===== config.mk =====
export PLATFORM = sky130hd
export DESIGN_NAME = keypad_emulator
export DESIGN_NICKNAME = d
export VERILOG_FILES = /design/src/rtl/keypad_pkg.sv /design/src/rtl/keypad_key_map.sv /design/src/rtl/keypad_emulator.sv
export SDC_FILE = /design/constraint.sdc
export NUM_CORES = 1
export LEC_CHECK = 0
export CAP_MARGIN = 40
export CORE_MARGIN = 8
export CORE_UTILIZATION = 55
export CTS_CLUSTER_DIAMETER = 60
export CTS_CLUSTER_SIZE = 24
export DETAILED_ROUTE_END_ITERATION = 10
export DONT_BUFFER_PORTS = 1
export GPL_TIMING_DRIVEN = 0
export PLACE_DENSITY = 0.73
export SKIP_CTS_REPAIR_TIMING = 1
export SLEW_MARGIN = 20
export SYNTH_ARGS = -nofsm -noshare
export SYNTH_HDL_FRONTEND = slang
export SYNTH_HIERARCHICAL = 1
export SYNTH_SLANG_ARGS = --single-unit

===== constraint.sdc =====
create_clock -name clk -period 2.8 [get_ports clk]
set_input_delay 0.42 -clock clk [delete_from_list [all_inputs] [get_ports clk]]
set_output_delay 0.42 -clock clk [all_outputs]
set_load 0.02 [all_outputs]

===== src/rtl/keypad_pkg.sv =====
// Shared definitions for the keypad emulator: FSM state encoding, counter
// widths and the key-to-matrix lookup tables.
package keypad_pkg;

  localparam int CNT_W = 24;
  localparam int TOG_W = 16;

  typedef enum logic [2:0] {
    ST_IDLE,
    ST_PRESS_BOUNCE,
    ST_HOLD,
    ST_RELEASE_BOUNCE,
    ST_GAP
  } kp_state_e;

  // Indexed by key code; entry 0 is the rightmost element.
  // Column one-hot: bit3 = keys 1,4,7,0; bit2 = 2,5,8,F; bit1 = 3,6,9,E; bit0 = A,B,C,D.
  localparam logic [15:0][3:0] KEY_COL_TBL = {
    4'h4, 4'h2, 4'h1, 4'h1,
    4'h1, 4'h1, 4'h2, 4'h4,
    4'h8, 4'h2, 4'h4, 4'h8,
    4'h2, 4'h4, 4'h8, 4'h8
  };

  // Row one-hot: bit3 = R1 ... bit0 = R4.
  localparam logic [15:0][3:0] KEY_ROW_TBL = {
    4'h1, 4'h1, 4'h1, 4'h2,
    4'h4, 4'h8, 4'h2, 4'h2,
    4'h2, 4'h4, 4'h4, 4'h4,
    4'h8, 4'h8, 4'h8, 4'h1
  };

endpackage


===== src/rtl/keypad_key_map.sv =====
// Combinational key code to (column, row) one-hot lookup; usable on either
// side of the matrix.
module keypad_key_map
  import keypad_pkg::*;
(
  input  logic [3:0] key_code_i,
  output logic [3:0] col_onehot_o,
  output logic [3:0] row_onehot_o
);

  assign col_onehot_o = KEY_COL_TBL[key_code_i];
  assign row_onehot_o = KEY_ROW_TBL[key_code_i];

endmodule


===== src/rtl/keypad_emulator.sv =====
// Emulates one 4x4 matrix keypad switch: accepts a key code, then plays a
// press bounce / hold / release bounce / gap sequence onto the Row lines.
//   state             | meaning
//   ST_IDLE           | ready for a key, contact open
//   ST_PRESS_BOUNCE   | contact toggling after press, starts closed
//   ST_HOLD           | contact closed for HOLD_CYCLES
//   ST_RELEASE_BOUNCE | contact toggling after release, starts open
//   ST_GAP            | contact open for GAP_CYCLES
module keypad_emulator
  import keypad_pkg::*;
#(
  parameter int unsigned HOLD_CYCLES   = 200000,
  parameter int unsigned GAP_CYCLES    = 200000,
  parameter int unsigned BOUNCE_PERIOD = 64,
  parameter int unsigned BOUNCE_COUNT  = 4
)(
  input  logic       clk,
  input  logic       rst_n,
  input  logic [3:0] key_code,
  input  logic       key_valid,
  output logic       key_ready,
  input  logic [3:0] Col,
  output logic [3:0] Row,
  output logic       busy,
  output logic       contact
);

  localparam logic [CNT_W-1:0] HOLD_LD   = CNT_W'(HOLD_CYCLES - 1);
  localparam logic [CNT_W-1:0] GAP_LD    = CNT_W'(GAP_CYCLES - 1);
  localparam logic [CNT_W-1:0] PERIOD_LD = CNT_W'(BOUNCE_PERIOD - 1);
  localparam logic [TOG_W-1:0] LAST_TOG  = TOG_W'(BOUNCE_COUNT - 1);

  kp_state_e        state_q, state_d;
  logic [CNT_W-1:0] cnt_q, cnt_d;
  logic [TOG_W-1:0] tog_q, tog_d;
  logic             contact_q, contact_d;
  logic             ready_q, ready_d;
  logic [3:0]       code_q, code_d;
  logic [3:0]       row_q, row_d;
  logic [3:0]       map_col, map_row;

  keypad_key_map u_key_map (
    .key_code_i   (code_d),
    .col_onehot_o (map_col),
    .row_onehot_o (map_row)
  );

  always_comb begin
    state_d   = state_q;
    cnt_d     = cnt_q;
    tog_d     = tog_q;
    contact_d = contact_q;
    ready_d   = ready_q;
    code_d    = code_q;
    unique case (state_q)
      ST_IDLE: begin
        ready_d = 1'b1;
        if (key_valid && ready_q) begin
          code_d    = key_code;
          ready_d   = 1'b0;
          contact_d = 1'b1;
          tog_d     = '0;
          if (BOUNCE_COUNT == 0) begin
            state_d = ST_HOLD;
            cnt_d   = HOLD_LD;
          end else begin
            state_d = ST_PRESS_BOUNCE;
            cnt_d   = PERIOD_LD;
          end
        end
      end
      ST_PRESS_BOUNCE, ST_RELEASE_BOUNCE: begin
        if (cnt_q == '0) begin
          // BOUNCE_COUNT is even, so the final toggle lands on the next phase's level.
          contact_d = ~contact_q;
          if (tog_q == LAST_TOG) begin
            tog_d = '0;
            if (state_q == ST_PRESS_BOUNCE) begin
              state_d = ST_HOLD;
              cnt_d   = HOLD_LD;
            end else begin
              state_d = ST_GAP;
              cnt_d   = GAP_LD;
            end
          end else begin
            tog_d = tog_q + TOG_W'(1);
            cnt_d = PERIOD_LD;
          end
        end else begin
          cnt_d = cnt_q - CNT_W'(1);
        end
      end
      ST_HOLD: begin
        if (cnt_q == '0) begin
          contact_d = 1'b0;
          tog_d     = '0;
          if (BOUNCE_COUNT == 0) begin
            state_d = ST_GAP;
            cnt_d   = GAP_LD;
          end else begin
            state_d = ST_RELEASE_BOUNCE;
            cnt_d   = PERIOD_LD;
          end
        end else begin
          cnt_d = cnt_q - CNT_W'(1);
        end
      end
      ST_GAP: begin
        if (cnt_q == '0) begin
          state_d = ST_IDLE;
          ready_d = 1'b1;
        end else begin
          cnt_d = cnt_q - CNT_W'(1);
        end
      end
      default: state_d = ST_IDLE;
    endcase
  end

  // Row follows the next contact level so it never lags a contact change.
  always_comb begin
    row_d = 4'hF;
    if (contact_d && ((Col & map_col) == 4'h0)) row_d = ~map_row;
  end

  always_ff @(posedge clk or negedge rst_n) begin
    if (!rst_n) begin
      state_q   <= ST_IDLE;
      cnt_q     <= '0;
      tog_q     <= '0;
      contact_q <= 1'b0;
      ready_q   <= 1'b0;
      code_q    <= 4'h0;
      row_q     <= 4'hF;
    end else begin
      state_q   <= state_d;
      cnt_q     <= cnt_d;
      tog_q     <= tog_d;
      contact_q <= contact_d;
      ready_q   <= ready_d;
      code_q    <= code_d;
      row_q     <= row_d;
    end
  end

  assign key_ready = ready_q;
  assign busy      = ~ready_q;
  assign contact   = contact_q;
  assign Row       = row_q;

endmodule


==> flow_metrics.env, run 1 <==
export IMPL_status="complete, no violations"
export IMPL_p_int_mw=1.46
export IMPL_clock_latency_ns=0.31
export IMPL_finalPower_mw=2.39
export IMPL_rr_worst_depth=10
export IMPL_dieHeight_microns=93.4
export IMPL_grtUsageTotal_pct=18.0
export IMPL_start_kind="flop"
export IMPL_io_buffers=0
export IMPL_slew_headroom_pct=51.5
export IMPL_antenna_cells=0
export IMPL_hpwlAfterDp_mm=5.33
export IMPL_slowest_stage="mux4_2"
export IMPL_setup_viol=0
export IMPL_cts_sinks=53
export IMPL_via_count=2927
export IMPL_synth_cell_types=63
export IMPL_grt_pass1_wl_mm=12.9
export IMPL_yosys_most_used_dff="dfrtp_1"
export IMPL_clk_pin_slew_ns=0.09
export IMPL_detail_route_antenna_nets=0
export IMPL_period_minus_slack_ns=2.78
export IMPL_tightest_slew_ns=0.721
export IMPL_hold_ws_ns=0.327
export IMPL_drc=0
export IMPL_max_freq_ghz=0.360
export IMPL_wirelength_mm=7.65
export IMPL_yosysTopAreaCellShare_pct=37.2
export IMPL_cp_cell_sequence="buf_6, or2_4, nor3_4, mux2_4, ha_4, mux4_2, a22oi_2, nand2_2, a21oi_4, nand2_1"
export IMPL_layout_drive_gt1_share_pct=16.1
export IMPL_drt_first_pass_iters=4
export IMPL_area_delta_synth_final_pct=10.7
export IMPL_ys_seq_elements=53
export IMPL_die_area_sq_mm=0.00873
export IMPL_cp_end_kind="flop"
export IMPL_drt_iter0_drc=229
export IMPL_worstPathRequired_ns=3.04
export IMPL_r2r_start="state_q[1]"
export IMPL_rr_endpoint="Row[1]"
export IMPL_ir_drop_uv=497
export IMPL_syn_avg_cell_area_sq_um=8.96
export IMPL_critPathCapture="Row[1]"
export IMPL_netSwitchingFraction_pct=39.2
export IMPL_die_width_microns=93.4
export IMPL_yosys_warnings=6
export IMPL_synth_edf_count=0
export IMPL_ios=18
export IMPL_grt_max_degree=54
export IMPL_worstPathArrival_ns=3.02
export IMPL_rsz0062_at_grt="true"
export IMPL_comb_power_share_pct=32.4
export IMPL_fin_skew_ns=0.00969
export IMPL_switchingPower_mw=0.937
export IMPL_cp_max_fo=9
export IMPL_p_per_area_mw_per_mm2=656
export IMPL_antenna_found_initial=0
export IMPL_gr_total_overflow=0
export IMPL_clockBufferDepth=2
export IMPL_seq_power_share_pct=49.3
export IMPL_wl_per_cell_microns=16.7
export IMPL_grt_pass1_vias=2692
export IMPL_syn_inst=368
export IMPL_initial_core_util_pct=56.4
export IMPL_yosysMostFrequentCell="dfrtp_1"
export IMPL_p_clk_share_pct=18.3
export IMPL_async_flop_share_pct=100
export IMPL_viasPerCell=6.38
export IMPL_synth_area_leaders="dfrtp_1 (37%), nand2_1 (3.6%), nor2_1 (3.5%)"
export IMPL_syn_area_sq_mm=0.00330
export IMPL_cts_tree="built"
export IMPL_reg2reg_slack_ns=0.02
export IMPL_cap_violations=0
export IMPL_num_rows=28
export IMPL_fin_nets=403
export IMPL_critPathKind="reg -> reg"
export IMPL_cts_buffers=5
export IMPL_place_congestion=0.867
export IMPL_cp_startpoint="state_q[1]"
export IMPL_min_period_over_period_pct=99.2
export IMPL_cts_root_buffer="clkbuf_8"
export IMPL_hold_class="in -> reg"
export IMPL_drv_slew=0
export IMPL_ys_seq_area_share_pct=40.4
export IMPL_yosysTopAreaCell="dfrtp_1"
export IMPL_cts_max_level=2
export IMPL_slowest_delay_ns=0.48
export IMPL_core_area_sq_mm=0.00585
export IMPL_synth_common_cells="dfrtp_1 (49), nand2_1 (32), nor2_1 (31), o21ai_0 (23), a21oi_1 (22)"
export IMPL_hold_viol_final=0
export IMPL_p_leak_nw=1.41
export IMPL_syn_nets=388
[per-layer routing]
metal,up-vias,GRT usage [%],routed length (microns)
met5,-,0,0
met4,0,4.56,74
met3,8,4.01,422
met2,81,28.8,3580
met1,1423,23.8,3580
li1,1415,-,-
[critical path: cells and delay by family, from the launching register on]
kind / cells / cell delay, ns
flip-flops: 1 / 0.39
AO/OA/AOI/OAI: 2 / 0.34
multiplexers: 2 / 0.88
adder cells (fa/ha/maj): 1 / 0.18
buffers and inverters: 1 / 0.14
AND/OR/NAND/NOR: 4 / 0.78
[per-stage QoR]
step | setup slack [ns] | setup TNS (ns) | instances | util [%] | area [sq um]
final | 0.0210 | 0 | 459 | 62.4 | 3650
after global routing | -0.0580 | -0.213 | 459 | 62.4 | 3650
after CTS | -0.374 | -1.40 | 451 | 59.6 | 3480
after detailed placement | -0.339 | -1.26 | 443 | 58.1 | 3400
after global placement | -0.291 | -1.13 | 443 | 58.1 | 3400
after floorplan | 0.0391 | 0 | 368 | - | 3300
[flip-flops by register name (all words and copies together), names as in the netlist]
register / cells
tog_q: 16
key_ready: 1
state_q: 3
code_q: 4
Row: 4
contact: 1
cnt_q: 24
[worst min path at each step]
stage                endpoint   startpoint  cells after the start
floorplan            cnt_q[0]        rst_n                      0
global placement     tog_q[9]        rst_n                      0
detailed placement   tog_q[7]        rst_n                      0
CTS                 cnt_q[15]        rst_n                      0
global route        code_q[3]  key_code[3]                      1
finish              code_q[3]  key_code[3]                      1
[kinds of logic after synthesis]
kind of cell	share of synthesized area [%]
fa+ha+maj	3.41
mux	2.81
xor+xnor	1.33
flops	40.4
buf+inv	4.89
compound gates	21.2
simple gates	26.0
[placed cells by master, fill, tap and decap left out, types with 6 or more instances in the layout]
master	synthesis	final
dfrtp_1	49	49
nand2_1	32	31
nor2_1	31	30
o21ai_0	23	23
a21oi_1	22	21
a31oi_1	13	13
inv_1	14	12
nand3_1	12	12
nor3_1	11	11
o31ai_1	11	11
buf_4	4	10
nand2b_1	10	10
nor4_1	10	10
nand4_1	8	8
o211ai_1	8	8
o21ai_1	7	7
or4_1	6	6
[layout make-up]
type	count	area (sq um)
Fill cell	492	2200
Sequential cell	53	1330
Clock inverter	3	17.5
Tap cell	75	93.8
Multi-Input combinational cell	284	1890
Buffer	16	104
Timing Repair Buffer	9	93.8
Inverter	14	52.6
Clock buffer	5	68.8
[power by group through the flow]
stage | Combinational (mW) | Sequential, mW | Clock [mW]
2_1_floorplan | 0.579 | 1.14 | 0
3_3_place_gp | 0.674 | 1.18 | 0
3_5_place_dp | 0.705 | 1.19 | 0
4_1_cts | 0.705 | 1.18 | 0.442
5_1_grt | 0.867 | 1.21 | 0.469
6_report | 0.775 | 1.18 | 0.438
No activity file was read; power rests on OpenSTA's default activity.
==> run 2: changes to the inputs <==
PLACE_DENSITY = 0.81   (was 0.73)
SETUP_SLACK_MARGIN = 0.5   (was unset)
==> flow_metrics.env, run 2 (synthesis gave the netlist of run 1 again) <==
export IMPL_fillers=437
export IMPL_highest_layer="met4"
export IMPL_die_area_sq_mm=0.00873
export IMPL_hold_end="code_q[3]"
export IMPL_met3_length_microns=451
export IMPL_fin_skew_ns=0.0100
export IMPL_num_rows=28
export IMPL_tightest_slew_ns=0.727
export IMPL_period_minus_slack_ns=2.75
export IMPL_min_period_over_period_pct=98.2
export IMPL_area_delta_synth_final_pct=17.7
export IMPL_layout_common_cells="dfrtp_1 (48), nand2_1 (32), nor2_1 (28)"
export IMPL_multi_input_area_sq_mm=0.00199
export IMPL_grt_pass1_wl_mm=13.1
export IMPL_setup_viol=0
export IMPL_critPathKind="reg -> reg"
export IMPL_dieHeight_microns=93.4
export IMPL_reg2reg_slack_ns=0.05
export IMPL_antenna_cells=0
export IMPL_cts_tree="built"
export IMPL_cp_cell_sequence="buf_6, or2_1, buf_6, nor3_4, mux2_4, ha_4, mux4_2, a22oi_2, nand2_1, a21oi_2, nand2_1"
export IMPL_fin_nets=413
export IMPL_holdPathStages=1
export IMPL_worst_path_buf_inv=2
export IMPL_clk_pin_slew_ns=0.09
export IMPL_cts_max_level=2
export IMPL_rr_endpoint="Row[0]"
export IMPL_via_count=2994
export IMPL_layout_drive_gt1_share_pct=23.1
export IMPL_clock_latency_ns=0.31
export IMPL_met1Wirelength_mm=3.47
export IMPL_worstPathRequired_ns=3.03
export IMPL_drt_iter0_drc=238
export IMPL_clockBufferDepth=2
export IMPL_grt_max_degree=54
export IMPL_place_congestion=0.832
export IMPL_antenna_found_initial=0
export IMPL_initial_core_util_pct=56.4
export IMPL_core_area_sq_mm=0.00585
export IMPL_wirelength_mm=7.97
export IMPL_cap_violations=0
export IMPL_hold_viol_final=0
export IMPL_layout_commonest_cell="dfrtp_1"
export IMPL_cp_max_fo=6
export IMPL_crit_family="multiplexers"
export IMPL_start_kind="flop"
export IMPL_worstHoldStart="key_code[3]"
export IMPL_cts_buffers=5
export IMPL_slew_headroom_pct=51.1
export IMPL_grtUsageTotal_pct=18.2
export IMPL_dr_wl_met2_mm=3.92
export IMPL_max_freq_ghz=0.364
export IMPL_largest_reg_flops=24
export IMPL_wl_per_cell_microns=17.0
export IMPL_cp_end_kind="flop"
export IMPL_p_per_area_mw_per_mm2=679
export IMPL_cts_sinks=53
export IMPL_drc=0
export IMPL_rsz0062_at_grt="true"
export IMPL_status="complete, no violations"
export IMPL_die_width_microns=93.4
export IMPL_utilization_pct=66.3
export IMPL_seq_area_sq_mm=0.00133
export IMPL_slowest_delay_ns=0.48
export IMPL_slowest_stage="mux4_2"
export IMPL_largestRegisters="cnt_q x24, tog_q x16"
export IMPL_p_leak_nw=1.49
export IMPL_grt_pass1_vias=2721
export IMPL_drt_first_pass_iters=5
export IMPL_regMostFlops="cnt_q"
export IMPL_hpwlAfterDp_mm=5.38
export IMPL_worstPathArrival_ns=2.98
export IMPL_hold_ws_ns=0.329
export IMPL_hold_class="in -> reg"
export IMPL_rr_worst_depth=11
export IMPL_cts_root_buffer="clkbuf_8"
export IMPL_detail_route_antenna_nets=0
export IMPL_viasPerCell=6.38
export IMPL_io_buffers=0
export IMPL_gr_total_overflow=0
export IMPL_ir_drop_uv=553
export IMPL_r2r_start="state_q[1]"
export IMPL_drv_slew=0
export IMPL_ios=18
-- run 2: metrics by stage --
stage                     setup slack (ns)  TNS (ns)  cells  instance area [sq um]  total power, mW
after floorplan                      0.118         0    368                   3350             1.73
after global placement              -0.111    -0.427    443                   3450             1.86
after detailed placement            -0.160    -0.574    443                   3450             1.90
after CTS                           -0.190    -0.696    451                   3560             2.44
after global routing               -0.0674    -0.233    469                   3880             2.80
final                               0.0508         0    469                   3880             2.63
-- run 2: final cells by class --
class                           count  share of cell area (%)
Tap cell                           75                    2.42
Multi-Input combinational cell    284                    51.4
Sequential cell                    53                    34.3
Buffer                             17                    3.38
Clock inverter                      1                   0.774
Clock buffer                        7                    2.22
Timing Repair Buffer               18                    4.16
Inverter                           14                    1.35
-- run 2: worst max path at each step --
stage	from	endpoint	slack (ns)	cells after the start
final	state_q[1]	Row[0]	0.05	11
after global routing	state_q[1]	Row[2]	-0.07	11
after CTS	state_q[1]	Row[0]	-0.19	12
after detailed placement	state_q[1]	Row[0]	-0.16	12
after global placement	state_q[1]	Row[2]	-0.11	12
after floorplan	state_q[1]	Row[0]	0.12	11
-- run 2: power breakdown --
group | total, mW | switching [mW] | internal [mW]
registers | 1.21 | 0.265 | 0.943
clock network | 0.538 | 0.246 | 0.292
logic | 0.888 | 0.467 | 0.421
total | 2.63 | 0.979 | 1.65
-- run 2: metal layers --
metal  vias to the layer above  GRT usage [%]
li1                       1431              -
met1                      1439           24.4
met2                       111           29.1
met3                        13           3.21
met4                         0           5.50
met5                         -              0
